--- src/rtl/ps2_pkg.sv ---
// Shared types and constants for the PS/2 keyboard front end.
package ps2_pkg;

    typedef enum logic [1:0] {
        IDLE   = 2'd0,
        DATA   = 2'd1,
        PARITY = 2'd2,
        STOP   = 2'd3
    } rx_state_e;

    localparam logic [7:0]  SC_EXT    = 8'hE0;
    localparam logic [7:0]  SC_BRK    = 8'hF0;

    localparam logic [15:0] KEY_ENTER = 16'd128;
    localparam logic [15:0] KEY_BKSP  = 16'd129;
    localparam logic [15:0] KEY_LEFT  = 16'd130;
    localparam logic [15:0] KEY_UP    = 16'd131;
    localparam logic [15:0] KEY_RIGHT = 16'd132;
    localparam logic [15:0] KEY_DOWN  = 16'd133;
    localparam logic [15:0] KEY_ESC   = 16'd140;

    localparam logic [14:0] KBD_ADDR  = 15'h6000;

endpackage

--- src/rtl/ps2_rx.sv ---
// PS/2 receiver: pad synchronisers, ps2_clk glitch filter, frame FSM and
// mid-frame timeout. Emits one byte per good frame or an error pulse.
module ps2_rx
    import ps2_pkg::*;
#(
    parameter int unsigned SYNC_STAGES    = 2,
    parameter int unsigned FILTER_LEN     = 4,
    parameter int unsigned TIMEOUT_CYCLES = 50000
) (
    input  logic       clk,
    input  logic       rst_n,
    input  logic       ps2_clk,
    input  logic       ps2_data,
    output logic [7:0] scan_code,
    output logic       scan_valid,
    output logic       frame_err
);

    localparam int unsigned FCNT_W = $clog2(FILTER_LEN + 1);
    localparam int unsigned TO_W   = $clog2(TIMEOUT_CYCLES + 1);

    logic [SYNC_STAGES-1:0] clk_sync;
    logic [SYNC_STAGES-1:0] data_sync;
    logic                   clk_s;
    logic                   data_s;

    logic                   filt_q,  filt_d;
    logic [FCNT_W-1:0]      fcnt_q,  fcnt_d;
    logic                   fe_q,    fe_d;

    rx_state_e              state_q, state_d;
    logic [2:0]             bit_cnt_q, bit_cnt_d;
    logic [7:0]             shreg_q, shreg_d;
    logic                   par_q,   par_d;
    logic [TO_W-1:0]        to_cnt_q, to_cnt_d;
    logic [7:0]             scan_code_d;
    logic                   scan_valid_d;
    logic                   frame_err_d;
    logic                   timeout_c;

    assign clk_s  = clk_sync[SYNC_STAGES-1];
    assign data_s = data_sync[SYNC_STAGES-1];

    // Synchronisers and filter state, idling high like the bus
    always_ff @(posedge clk or negedge rst_n) begin
        if (!rst_n) begin
            clk_sync  <= '1;
            data_sync <= '1;
            filt_q    <= 1'b1;
            fcnt_q    <= '0;
            fe_q      <= 1'b0;
        end else begin
            clk_sync  <= (clk_sync << 1)  | SYNC_STAGES'(ps2_clk);
            data_sync <= (data_sync << 1) | SYNC_STAGES'(ps2_data);
            filt_q    <= filt_d;
            fcnt_q    <= fcnt_d;
            fe_q      <= fe_d;
        end
    end

    // Filtered level flips on the FILTER_LEN-th consecutive differing sample
    always_comb begin
        filt_d = filt_q;
        fcnt_d = '0;
        fe_d   = 1'b0;
        if (clk_s != filt_q) begin
            if (fcnt_q == FCNT_W'(FILTER_LEN - 1)) begin
                filt_d = clk_s;
                fe_d   = filt_q;
            end else begin
                fcnt_d = fcnt_q + FCNT_W'(1);
            end
        end
    end

    always_ff @(posedge clk or negedge rst_n) begin
        if (!rst_n) begin
            state_q    <= IDLE;
            bit_cnt_q  <= '0;
            shreg_q    <= '0;
            par_q      <= 1'b0;
            to_cnt_q   <= '0;
            scan_code  <= '0;
            scan_valid <= 1'b0;
            frame_err  <= 1'b0;
        end else begin
            state_q    <= state_d;
            bit_cnt_q  <= bit_cnt_d;
            shreg_q    <= shreg_d;
            par_q      <= par_d;
            to_cnt_q   <= to_cnt_d;
            scan_code  <= scan_code_d;
            scan_valid <= scan_valid_d;
            frame_err  <= frame_err_d;
        end
    end

    assign timeout_c = (state_q != IDLE) && (to_cnt_q >= TO_W'(TIMEOUT_CYCLES - 1));

    // Frame FSM; a timeout overrides a coincident falling edge
    always_comb begin
        state_d      = state_q;
        bit_cnt_d    = bit_cnt_q;
        shreg_d      = shreg_q;
        par_d        = par_q;
        scan_code_d  = scan_code;
        scan_valid_d = 1'b0;
        frame_err_d  = 1'b0;

        if (state_q == IDLE || fe_q) begin
            to_cnt_d = '0;
        end else begin
            to_cnt_d = to_cnt_q + TO_W'(1);
        end

        if (timeout_c) begin
            frame_err_d = 1'b1;
            state_d     = IDLE;
            to_cnt_d    = '0;
        end else if (fe_q) begin
            case (state_q)
                IDLE: begin
                    if (!data_s) begin
                        state_d   = DATA;
                        bit_cnt_d = '0;
                    end
                end
                DATA: begin
                    shreg_d   = {data_s, shreg_q[7:1]};
                    bit_cnt_d = bit_cnt_q + 3'd1;
                    if (bit_cnt_q == 3'd7) begin
                        state_d = PARITY;
                    end
                end
                PARITY: begin
                    par_d   = data_s;
                    state_d = STOP;
                end
                STOP: begin
                    state_d = IDLE;
                    if (data_s && (^{shreg_q, par_q})) begin
                        scan_code_d  = shreg_q;
                        scan_valid_d = 1'b1;
                    end else begin
                        frame_err_d = 1'b1;
                    end
                end
                default: state_d = IDLE;
            endcase
        end
    end

endmodule

--- src/rtl/ps2_keyboard_ctrl.sv ---
// PS/2 keyboard controller: decodes E0/F0 prefixes and maps set-2 scancodes
// to Hack key codes held on key_code for the keyboard register.
module ps2_keyboard_ctrl
    import ps2_pkg::*;
#(
    parameter int unsigned SYNC_STAGES    = 2,
    parameter int unsigned FILTER_LEN     = 4,
    parameter int unsigned TIMEOUT_CYCLES = 50000
) (
    input  logic        clk,
    input  logic        rst_n,
    input  logic        ps2_clk,
    input  logic        ps2_data,
    output logic [15:0] key_code,
    output logic [7:0]  scan_code,
    output logic        scan_valid,
    output logic        frame_err
);

    logic        ext_q, ext_d;
    logic        brk_q, brk_d;
    logic [15:0] key_d;
    logic [15:0] map_c;
    logic        mapped_c;

    ps2_rx #(
        .SYNC_STAGES   (SYNC_STAGES),
        .FILTER_LEN    (FILTER_LEN),
        .TIMEOUT_CYCLES(TIMEOUT_CYCLES)
    ) u_rx (
        .clk       (clk),
        .rst_n     (rst_n),
        .ps2_clk   (ps2_clk),
        .ps2_data  (ps2_data),
        .scan_code (scan_code),
        .scan_valid(scan_valid),
        .frame_err (frame_err)
    );

    // Set-2 keymap; only the arrows are mapped behind an E0 prefix
    always_comb begin
        map_c    = '0;
        mapped_c = 1'b1;
        if (ext_q) begin
            case (scan_code)
                8'h6B:   map_c = KEY_LEFT;
                8'h75:   map_c = KEY_UP;
                8'h74:   map_c = KEY_RIGHT;
                8'h72:   map_c = KEY_DOWN;
                default: mapped_c = 1'b0;
            endcase
        end else begin
            case (scan_code)
                8'h1C: map_c = 16'd65;  8'h32: map_c = 16'd66;
                8'h21: map_c = 16'd67;  8'h23: map_c = 16'd68;
                8'h24: map_c = 16'd69;  8'h2B: map_c = 16'd70;
                8'h34: map_c = 16'd71;  8'h33: map_c = 16'd72;
                8'h43: map_c = 16'd73;  8'h3B: map_c = 16'd74;
                8'h42: map_c = 16'd75;  8'h4B: map_c = 16'd76;
                8'h3A: map_c = 16'd77;  8'h31: map_c = 16'd78;
                8'h44: map_c = 16'd79;  8'h4D: map_c = 16'd80;
                8'h15: map_c = 16'd81;  8'h2D: map_c = 16'd82;
                8'h1B: map_c = 16'd83;  8'h2C: map_c = 16'd84;
                8'h3C: map_c = 16'd85;  8'h2A: map_c = 16'd86;
                8'h1D: map_c = 16'd87;  8'h22: map_c = 16'd88;
                8'h35: map_c = 16'd89;  8'h1A: map_c = 16'd90;
                8'h45: map_c = 16'd48;  8'h16: map_c = 16'd49;
                8'h1E: map_c = 16'd50;  8'h26: map_c = 16'd51;
                8'h25: map_c = 16'd52;  8'h2E: map_c = 16'd53;
                8'h36: map_c = 16'd54;  8'h3D: map_c = 16'd55;
                8'h3E: map_c = 16'd56;  8'h46: map_c = 16'd57;
                8'h29: map_c = 16'd32;
                8'h5A: map_c = KEY_ENTER;
                8'h66: map_c = KEY_BKSP;
                8'h76: map_c = KEY_ESC;
                default: mapped_c = 1'b0;
            endcase
        end
    end

    // Prefix decoder: a break only releases the key currently held
    always_comb begin
        ext_d = ext_q;
        brk_d = brk_q;
        key_d = key_code;
        if (scan_valid) begin
            if (scan_code == SC_EXT) begin
                ext_d = 1'b1;
            end else if (scan_code == SC_BRK) begin
                brk_d = 1'b1;
            end else begin
                ext_d = 1'b0;
                brk_d = 1'b0;
                if (mapped_c) begin
                    if (!brk_q) begin
                        key_d = map_c;
                    end else if (map_c == key_code) begin
                        key_d = '0;
                    end
                end
            end
        end
    end

    always_ff @(posedge clk or negedge rst_n) begin
        if (!rst_n) begin
            ext_q    <= 1'b0;
            brk_q    <= 1'b0;
            key_code <= '0;
        end else begin
            ext_q    <= ext_d;
            brk_q    <= brk_d;
            key_code <= key_d;
        end
    end

endmodule

--- config.mk ---
export PLATFORM = sky130hd
export DESIGN_NAME = ps2_keyboard_ctrl
export DESIGN_NICKNAME = d
export VERILOG_FILES = /design/src/rtl/ps2_pkg.sv /design/src/rtl/ps2_rx.sv /design/src/rtl/ps2_keyboard_ctrl.sv
export SDC_FILE = /design/constraint.sdc
export NUM_CORES = 1
export LEC_CHECK = 0
export ABC_AREA = 1
export BUFFER_PORTS_ARGS = -buffer_cell sky130_fd_sc_hd__buf_4
export CORE_MARGIN = 2
export CORE_UTILIZATION = 25
export DETAILED_ROUTE_END_ITERATION = 8
export HOLD_SLACK_MARGIN = 0.06
export PLACE_DENSITY = 0.44
export SLEW_MARGIN = 20
export SYNTH_ARGS = -nofsm -noshare
export SYNTH_HDL_FRONTEND = slang
export SYNTH_SLANG_ARGS = --single-unit
--- constraint.sdc ---
create_clock -name clk -period 3.1 [get_ports clk]
set_clock_uncertainty 0.2 [all_clocks]
set_input_delay 0.62 -clock clk [delete_from_list [all_inputs] [get_ports clk]]
set_output_delay 0.62 -clock clk [all_outputs]
set_load 0.01 [all_outputs]
==> reports/summary.txt <==
status = complete, no violations
sequential area share after synthesis = 40.0%
Tot Pwr = 1.95 mW
# IOs = 30
adder-cell area share of the yosys netlist = 2.70%
Post-Synth Simple-Gate Area = 39.4%
Reg clk slew, reported paths = 0.05 ns
largest net degree at the start of global routing = 60
most frequent cells in the layout = 159 x nand2_1, 73 x nor2_1, 54 x dfrtp_1
CTS Root Cell = clkbuf_16
CP Launch Point = u_rx.to_cnt_q[0]
final slew viol count = 0
Num CTS Buffers = 9
Ant. Diodes = 0
RSZ-0062 raised after global routing = no
GRT Total Usage = 12.2%
Via density = 4.51
share of cells above drive strength 1 = 14.9%
#FFs+latches synth = 59
worst r2r src = u_rx.to_cnt_q[0]
total number of vias = 3307
GP Congestion = 0.958
maximum vdd ir drop = 0.280 mV
CP Capture Type = flop
MaxCap Viol Count = 0
arrival time worst endpoint = 2.75 ns
DRT iter0 DRCs = 287
DR WL/cell = 12.1 um
drt total wl = 8840 um
hold buffer count at cts = 0
Pleak = 2.16 nW
vias in the first global route = 3383
worst hold path class = in -> async
Cell Pwr Density = 453 mW/mm^2
CP peak stage delay = 0.39 ns
CTS Sinks = 59
clock latency on the worst-skew pair = 0.33 ns
P&R area growth vs syn = 16.2%
relative slew slack = 49.6%
first-pass GRT wire length = 15600 um
crit-path cells = ha_1, nand2_1, nor2_1, inv_1, nand2_1, a21boi_0, o21ai_0, nand2_1, inv_1, nor3_2, nand3_1, inv_1, o21ai_0
fillers = 1610
combinational family with the most area after synthesis = simple AND/OR/NAND/NOR gates
Initial Util = 25.5%
area of the core = 0.0145 sq mm
f_max = 364 MHz
DRC violations left = 0
CTS H-Tree Depth = 3
final hold violation count = 0
I/O Buffers = 21
leading cell type in the layout, fill and taps excluded = nand2_1
CTS Buffer Depth = 2
worst setup path class = reg -> reg
Final period util = 88.7%
postcts setup bufs = 0
die area = 0.0158 sq mm
die width = 126 um
TritonCTS clock tree = yes
Syn. warnings = 0
First-pass DRT Iterations = 4
Nets = 556
Synth Area in Compound Gates = 6.75%
Final min period = 2.75 ns
multiplexer share of the synthesized area = 0%
Synth Area in XOR/XNOR = 3.07%
slew at the pin closest to its max-slew limit = 0.757 ns
antenna violation net count after detailed routing = 0
startpoint types = flop
cell count after synthesis = 519
GRT overflow = 0
synthesized cell area = 0.00371 sq mm
# resized after CTS = 0
setup violators final = 0
initial antenna violation count = 0
DPL Wire Length = 6760 um
worst path required time = 3.10 ns
row count = 44
Die Height = 126 um
setup TNS = 0 ns
synth unique cells = 38
worst-path fanout max = 15
CP max-delay cell = dfrtp_1
syn_area_per_cell = 7.15 sq um
## cell families after synthesis
family	Yosys count
other cells	1
fa+ha+maj	8
compound gates	43
xor+xnor	13
simple gates	328
flops	59
buf+inv	67
## cells in the mapped netlist (all sizes together)
cell,instances,area (sq um)
a211oi,2,15.0
xor2,5,43.8
dfstp,5,131
nor3,11,60.1
dfrtp,54,1350
a32o,2,20.0
nor4,3,18.8
nor2,87,372
nand3,35,185
ha,8,100
a221oi,1,8.76
or2,2,12.5
o21a,2,15.0
buf,11,87.6
nand2,174,701
clkbuf,3,11.3
and3,1,6.26
nor3b,4,30.0
conb,1,3.75
o211ai,2,15.0
a21boi,1,7.51
inv,53,199
o21ai,27,139
nand4,5,31.3
xnor2,8,70.1
a21oi,6,30.0
nand3b,6,45.0
## final timing paths
check / to / slack [ns] / depth (start not counted)
worst max-delay path: u_rx.scan_code[5] / 0.35 / 13
worst min-delay path: u_rx.to_cnt_q[9] / 0.15 / 1
worst max register to register: u_rx.scan_code[5] / 0.35 / 13
worst min register to register: u_rx.clk_sync[1] / 0.15 / 0
max in group asynchronous: u_rx.par_q / 2.03 / 1
min in group clk: u_rx.clk_sync[1] / 0.15 / 0
## critical path, delay by kind of cell, from the launching register on
family / cells / cell delay, ns
AND/OR/NAND/NOR: 6 / 0.95
AO/OA/AOI/OAI: 3 / 0.44
buffers and inverters: 3 / 0.42
flip-flops: 1 / 0.39
adder cells (fa/ha/maj): 1 / 0.21
## metrics by stage
step	hold slack, ns	util [%]	setup slack [ns]	area (sq um)	std cells
floorplan	0.124	-	0.862	3740	526
global placement	0.147	27.7	0.329	4030	717
detailed placement	0.152	27.7	0.355	4030	717
CTS	0.157	29.6	0.338	4310	733
global route	0.164	29.6	0.0405	4310	733
finish	0.154	29.6	0.351	4310	733
## layer usage
layer	vias to the layer above	wire length [um]	GRT usage (%)
met4	0	195	4.85
met2	64	4420	21.4
li1	1683	-	-
met1	1543	3850	14.4
met5	-	0	0
met3	17	363	2.76
## where the power goes
| group | internal [mW] | leakage [nW] | switching [mW] |
|---|---|---|---|
| Clock | 0.602 | 0.143 | 0.320 |
| Sequential | 0.817 | 0.804 | 0.0306 |
| Combinational | 0.0597 | 1.21 | 0.121 |
| Total | 1.48 | 2.16 | 0.471 |
## layout make-up
type / instances / area, sq um / share of cell area [%]
flip-flops and latches: 59 / 1480 / 34.4
clock buffers: 14 / 274 / 6.36
inverters: 53 / 199 / 4.62
multi-input cells: 400 / 1960 / 45.4
well taps: 184 / 230 / 5.34
clock inverters: 2 / 10.0 / 0.232
repair buffers: 21 / 158 / 3.66
## state kept, by name (all words and copies together) (netlist names)
signal           cells
u_rx.bit_cnt_q       3
u_rx.frame_err       1
u_rx.fcnt_q          3
u_rx.clk_sync        2
u_rx.scan_valid      1
u_rx.to_cnt_q       16
key_code             8
u_rx.par_q           1
u_rx.scan_code       8
ext_q                1
u_rx.filt_q          1
u_rx.state_q         2
u_rx.data_sync       2
u_rx.fe_q            1
u_rx.shreg_q         8
brk_q                1
No activity file was read; power rests on OpenSTA's default activity.
